===== src/rtl/rst_seq.sv =====
// Power-up reset sequencer: holds all domains in reset, then releases them
// one at a time, waiting for each ready before the next, with timeout/loss abort.
module rst_seq #(
    parameter int NUM_DOM  = 4,
    parameter int HOLD_CYC = 64,
    parameter int GAP_CYC  = 16,
    parameter int TMO_CYC  = 1024,
    localparam int IW = (NUM_DOM > 1) ? $clog2(NUM_DOM) : 1,
    localparam int M1 = (HOLD_CYC > GAP_CYC) ? HOLD_CYC : GAP_CYC,
    localparam int MX = (M1 > TMO_CYC) ? M1 : TMO_CYC,
    localparam int CW = (MX > 1) ? $clog2(MX) : 1
) (
    input  logic               clk,
    input  logic               rst,
    input  logic               soft_rst_req,
    input  logic [NUM_DOM-1:0] dom_rdy,
    output logic [NUM_DOM-1:0] dom_rst_n,
    output logic               seq_done,
    output logic               seq_err,
    output logic [IW-1:0]      err_dom
);

    typedef enum logic [2:0] {
        S_HOLD,
        S_WAIT,
        S_GAP,
        S_DONE,
        S_ERROR
    } state_t;

    localparam logic [CW-1:0] HOLD_LAST = CW'(HOLD_CYC - 1);
    localparam logic [CW-1:0] GAP_LAST  = CW'(GAP_CYC - 1);
    localparam logic [CW-1:0] TMO_LAST  = CW'(TMO_CYC - 1);
    localparam logic [IW-1:0] LAST_DOM  = IW'(NUM_DOM - 1);

    state_t               state_q, state_d;
    logic [IW-1:0]        idx_q, idx_d;
    logic [CW-1:0]        cnt_q, cnt_d;
    logic [NUM_DOM-1:0]   rstn_q, rstn_d;
    logic                 done_q, done_d;
    logic                 err_q, err_d;
    logic [IW-1:0]        edom_q, edom_d;

    logic                 loss;
    logic [IW-1:0]        loss_idx;

    // Lowest released domain that has dropped ready; DONE watches every domain.
    always_comb begin
        loss     = 1'b0;
        loss_idx = '0;
        for (int j = NUM_DOM - 1; j >= 0; j--) begin
            if (((state_q == S_DONE) || (j < int'(idx_q))) && !dom_rdy[j]) begin
                loss     = 1'b1;
                loss_idx = IW'(j);
            end
        end
    end

    always_comb begin
        state_d = state_q;
        idx_d   = idx_q;
        cnt_d   = cnt_q;
        rstn_d  = rstn_q;
        done_d  = done_q;
        err_d   = err_q;
        edom_d  = edom_q;
        if (soft_rst_req) begin
            state_d = S_HOLD;
            idx_d   = '0;
            cnt_d   = '0;
            rstn_d  = '0;
            done_d  = 1'b0;
            err_d   = 1'b0;
            edom_d  = '0;
        end else begin
            unique case (state_q)
                S_HOLD: begin
                    rstn_d = '0;
                    if (cnt_q == HOLD_LAST) begin
                        rstn_d[0] = 1'b1;
                        idx_d     = '0;
                        cnt_d     = '0;
                        state_d   = S_WAIT;
                    end else begin
                        cnt_d = cnt_q + CW'(1);
                    end
                end
                S_WAIT: begin
                    if (loss) begin
                        state_d = S_ERROR;
                        edom_d  = loss_idx;
                    end else if (dom_rdy[idx_q]) begin
                        cnt_d = '0;
                        if (idx_q == LAST_DOM) begin
                            state_d = S_DONE;
                            done_d  = 1'b1;
                        end else begin
                            state_d = S_GAP;
                        end
                    end else if (cnt_q == TMO_LAST) begin
                        state_d = S_ERROR;
                        edom_d  = idx_q;
                    end else begin
                        cnt_d = cnt_q + CW'(1);
                    end
                end
                S_GAP: begin
                    if (loss) begin
                        state_d = S_ERROR;
                        edom_d  = loss_idx;
                    end else if (cnt_q == GAP_LAST) begin
                        for (int j = 0; j < NUM_DOM; j++) begin
                            if (j == int'(idx_q) + 1) begin
                                rstn_d[j] = 1'b1;
                            end
                        end
                        idx_d   = idx_q + IW'(1);
                        cnt_d   = '0;
                        state_d = S_WAIT;
                    end else begin
                        cnt_d = cnt_q + CW'(1);
                    end
                end
                S_DONE: begin
                    if (loss) begin
                        state_d = S_ERROR;
                        edom_d  = loss_idx;
                    end
                end
                S_ERROR: begin
                    rstn_d = '0;
                end
                default: begin
                    state_d = S_HOLD;
                    cnt_d   = '0;
                    rstn_d  = '0;
                end
            endcase
            if (state_d == S_ERROR && state_q != S_ERROR) begin
                rstn_d = '0;
                done_d = 1'b0;
                err_d  = 1'b1;
                cnt_d  = '0;
            end
        end
    end

    always_ff @(posedge clk or posedge rst) begin
        if (rst) begin
            state_q <= S_HOLD;
            idx_q   <= '0;
            cnt_q   <= '0;
            rstn_q  <= '0;
            done_q  <= 1'b0;
            err_q   <= 1'b0;
            edom_q  <= '0;
        end else begin
            state_q <= state_d;
            idx_q   <= idx_d;
            cnt_q   <= cnt_d;
            rstn_q  <= rstn_d;
            done_q  <= done_d;
            err_q   <= err_d;
            edom_q  <= edom_d;
        end
    end

    assign dom_rst_n = rstn_q;
    assign seq_done  = done_q;
    assign seq_err   = err_q;
    assign err_dom   = edom_q;

endmodule


===== config.mk =====
export PLATFORM = sky130hd
export DESIGN_NAME = rst_seq
export DESIGN_NICKNAME = d
export VERILOG_FILES = /design/src/rtl/rst_seq.sv
export SDC_FILE = /design/constraint.sdc
export NUM_CORES = 1
export LEC_CHECK = 0
export BUFFER_PORTS_ARGS = -buffer_cell sky130_fd_sc_hd__buf_2
export CAP_MARGIN = 15
export CORE_ASPECT_RATIO = 1.2
export CORE_MARGIN = 2
export CORE_UTILIZATION = 50
export DETAILED_ROUTE_END_ITERATION = 7
export PLACE_DENSITY = 0.65
export SLEW_MARGIN = 30
export SYNTH_ARGS = -nofsm -noshare
export SYNTH_HDL_FRONTEND = slang
export SYNTH_SLANG_ARGS = --single-unit

===== constraint.sdc =====
create_clock -name clk -period 5.7 [get_ports clk]
set_clock_uncertainty 0.2 [all_clocks]
set_input_delay 0.855 -clock clk [delete_from_list [all_inputs] [get_ports clk]]
set_output_delay 0.855 -clock clk [all_outputs]
set_load 0.05 [all_outputs]

==> results.md <==
GRT:
- In the global route stage, met3 resource usage came out at 0.0256.
- The total routing usage reported by global routing is 0.234.
- The number of global-route vias before repair is 1,468.
- The total overflow left after global routing is 0.
- The largest net degree at the start of global routing is 24.
- The first global-routing pass estimated between 6000 and 7000 um of wire.
- The number of antenna violations at the first check in global routing was 0.
- The met1 track utilization from global routing is 0.281.
- For met2 alone, demand over resource in global routing was 0.415.
- In this run the most used layer during global routing was met2.

Worst setup path:
- The critical register-to-register path endpoint is cnt_q[9].
- Data arrives at the worst endpoint at about 2.7 ns.
- Of all nets on the critical path, the largest fanout is 7.
- At the worst endpoint, the required time is between 5 and 6 ns.
- The startpoint identified for the worst register-to-register timing path is cnt_q[0].
- In this run the worst setup path terminates at cnt_q[9].
- The critical path startpoint category is an input port.
- The kind of end point of the critical path is a register.
- The worst-case reg-to-reg path depth is 6.
- By startpoint and endpoint, the worst setup path is classified as input port to register.
- The worst-case register-to-register setup slack is approximately 3.1 ns.
- Traced cell by cell, the critical path runs through buf_2, mux4_2, or2_0, o22ai_2, a31oi_1, a311oi_1.
- The largest individual stage delay along the critical path comes from the cell mux4_2.
- The largest single stage delay on the critical path is ~0.54 ns.
- The most critical setup path has its startpoint at dom_rdy[3].

Clock network:
- TritonCTS built the clock tree.
- CTS built an H-tree with a depth of 1.
- Clock-pin slew was measured on the worst setup and hold paths at around 0.12 ns.
- Gates resized during post-CTS repair numbered 0.
- The cts-stage hold buffer count is 0.
- Clock tree synthesis inserted a total of 3 buffers.
- Counting along the longest clock path gives a buffer depth of 2.
- The later pin in the worst-skew pair is clocked with a latency of approximately 0.31 ns.
- The number of clock sinks seen by CTS is 23.
- The clock tree root driver cell is clkbuf_4.
- The post-CTS setup buffer count is 0.

Floorplanning:
- The row count is 22.
- The initial cell density of the core is 0.520.
- The floorplan step defined a core boundary enclosing approximately 0.0031 mm^2.
- The die area is ~0.0036 mm^2.
- The die outline height is approximately 66 um.
- Measured along the x axis, the die boundary spans between 50 and 60 um.
- 15 I/O pins were placed.

Power and ir drop:
- Of the total power, registers draw 0.648.
- Of the total power, combinational logic draws 0.061.
- The analysis attributes to net switching a power of 60.7 uW.
- Of the total power, the share spent switching nets is 0.235.
- Power spread over the standard cell area amounts to around 150 mW/mm^2.
- VDD sags by at most approximately 0.12 mV.
- The proportion of power drawn by the clock network is 0.291.
- Summed over all cells, the static leakage comes to approximately 0.73 nW.
- Power comes to roughly 260 uW.
- The internal portion of the total power is 197 uW.

STA:
- The accumulated negative setup slack is 0 ns.
- Setup violations remaining at the end of the flow were counted as 0.
- The final count of hold timing violations is 0.
- Measured against its own limit, the worst slew margin works out to 0.505.
- The final count of pins violating max slew was 0.
- The clock period minus worst slack is 2.63 ns.
- The final clock period utilization by the worst path is 0.461.
- The pin slew with the least headroom to its limit is between 0.7 and 0.8 ns.
- The highest clock frequency the design can meet is about 380 MHz.
- On the final layout, the worst hold slack is between 0.3 and 0.4 ns.
- Setup slack on the critical path of the routed design comes to 3.07 ns.
- Setup repair after global routing left no endpoint under its margin.

Placement:
- The HPWL after detailed placement is 2820 um.
- After detailed placement, the design holds a cell count of around 230.
- The routability congestion estimate is 0.880.
- Port buffering added 14 buffers.
- The area of placed instances is 0.00166 mm^2.
- The pre-CTS setup slack is around 2.8 ns.

Routing:
- The number of DRC violations after detailed-routing iteration 0 is 34.
- The number of routed nets with antenna violations is 0.
- The average wire length per cell after detail routing is ~16 um.
- The total detailed-routing wirelength is 3710 um.
- The number of detailed-route iterations in the first pass is 4.
- The total vias in the final route is about 1,400.
- The count of unresolved DRC violations after routing is 0.
- Dividing the detail-routed via count by the number of cells gives roughly 6.3.

Yosys:
- For this run, the number of Yosys warnings is 0.
- Counting flops and latches in the post-synthesis netlist gives 23.
- The synthesized netlist occupies a cell area of approximately 0.0016 mm^2.
- The number of nets in the synthesized netlist is ~200.
- For this run, the leading register cell type out of synthesis is dfrtp_1.
- The number of distinct library cells after synthesis is 50.
- Of the synthesized area, sequential elements account for 0.362.
- The average size of a mapped cell is 8.64 um^2.
- The number of enable flip-flop cells after synthesis is 0.
- The synthesized instance count is 184.
- The async set-reset flop share out of synthesis is 1.00.

Layout:
- For this run, the post-layout net count is between 200 and 250.
- The post-route core utilization is 0.552.
- In the final layout, the share of cells above drive strength 1 is 0.119.
- The antenna diode count is 0.
- The final non-filler cell total is between 200 and 250.
- The layout-stage area growth over the synthesis result is 6.14%.
- Once layout is done, the placed cells without fillers occupy roughly 0.0017 mm^2.

Run:
- The max-cap violation count is 0.

Min path:
- The worst hold path passes through 2 cells.
- The path class of the lowest-slack min-delay path is register to register.

Outcome:
- The run finished with clean final reports.
==> worst min-delay path by stage <==
stage	from	end	slack [ns]
6_report	dom_rst_n[3]	dom_rst_n[3]	0.31
5_1_grt	dom_rst_n[3]	dom_rst_n[3]	0.36
3_5_place_dp	dom_rst_n[2]	dom_rst_n[2]	0.28
2_1_floorplan	cnt_q[9]	cnt_q[9]	0.29
3_3_place_gp	dom_rst_n[3]	dom_rst_n[3]	0.27
4_1_cts	dom_rst_n[2]	dom_rst_n[2]	0.31
==> power groups by stage <==
stage / clock (mW) / sequential [mW] / combinational (mW)
after floorplan: 0 / 0.170 / 0.0114
after global placement: 0 / 0.170 / 0.0154
after detailed placement: 0 / 0.170 / 0.0160
after CTS: 0.0790 / 0.167 / 0.0161
after global routing: 0.0833 / 0.168 / 0.0184
final: 0.0751 / 0.167 / 0.0159
==> registers in the layout, summed over array words and instances, names as in the netlist <==
signal / count
cnt_q: 10
dom_rst_n: 4
state_q: 3
err_dom: 2
idx_q: 2
seq_done: 1
seq_err: 1
==> area by class of cell <==
| cell class | instances | area (um^2) |
|---|---|---|
| clock buffer | 4 | 26.3 |
| fill | 296 | 1370 |
| inverter | 4 | 15.0 |
| multi-input combinational | 148 | 955 |
| sequential | 23 | 576 |
| tap | 36 | 45.0 |
| timing repair buffer | 14 | 70.1 |
==> cell families after synthesis <==
family                     count (synthesis)  share of synthesized area
AOI/OAI and AO/OA                         59                      0.245
and+or+nand+nor                           82                      0.294
adders and majority gates                  6                     0.0472
DFF                                       23                      0.362
buffers and inverters                     13                     0.0370
muxes                                      1                     0.0142
==> cells in the final DEF, fill, tap and decap left out, types with 2 or more instances in the layout <==
master / n
buf_2: 14
nand4b_1: 2
nand3b_1: 6
nor4_1: 4
nand4_1: 2
o211a_1: 2
and4_1: 2
nand3_1: 4
a211oi_1: 5
o21ai_0: 7
a31oi_1: 4
o31ai_1: 5
nor2_1: 16
inv_1: 3
and2_1: 4
nor3_1: 11
nand2b_1: 5
ha_1: 6
dfrtp_1: 23
o21ai_1: 4
or4_1: 2
or3_1: 4
and3_1: 3
or2_0: 2
nand2_1: 9
clkbuf_4: 3
a21oi_1: 17
a22oi_1: 2
==> critical path: cells and delay by family <==
family	cells	cell delay, ns
multiplexers	1	0.54
AO/OA/AOI/OAI	3	0.77
AND/OR/NAND/NOR	1	0.36
buffers and inverters	1	0.12
==> synth_stat cells (2+ instances only) <==
| cell type | count | area share |
|---|---|---|
| dfrtp_1 | 23 | 0.36 |
| a21oi_1 | 17 | 0.054 |
| nor2_1 | 16 | 0.038 |
| nor3_1 | 11 | 0.035 |
| nand2_1 | 9 | 0.021 |
| o21ai_0 | 7 | 0.022 |
| clkbuf_1 | 6 | 0.014 |
| ha_1 | 6 | 0.047 |
| nand3b_1 | 6 | 0.028 |
| a211oi_1 | 5 | 0.024 |
| nand2b_1 | 5 | 0.020 |
| o31ai_1 | 5 | 0.024 |
| a31oi_1 | 4 | 0.016 |
| and2_1 | 4 | 0.016 |
| inv_1 | 4 | 0.0094 |
| nand3_1 | 4 | 0.013 |
| nor4_1 | 4 | 0.016 |
| o21ai_1 | 4 | 0.013 |
| or3_1 | 4 | 0.016 |
| and3_1 | 3 | 0.012 |
| a22oi_1 | 2 | 0.0094 |
| and4_1 | 2 | 0.011 |
| nand4_1 | 2 | 0.0079 |
| nand4b_1 | 2 | 0.011 |
| o211a_1 | 2 | 0.013 |
| or2_0 | 2 | 0.0079 |
| or4_1 | 2 | 0.0094 |
==> per-layer routing <==
layer / share of wire / vias to the layer above
met4: 0.011 / 0
met1: 0.45 / 694
met3: 0.023 / 4
met5: 0 / -
li1: - / 724
met2: 0.52 / 21
Note: power is estimated with default switching activity, not from simulation.
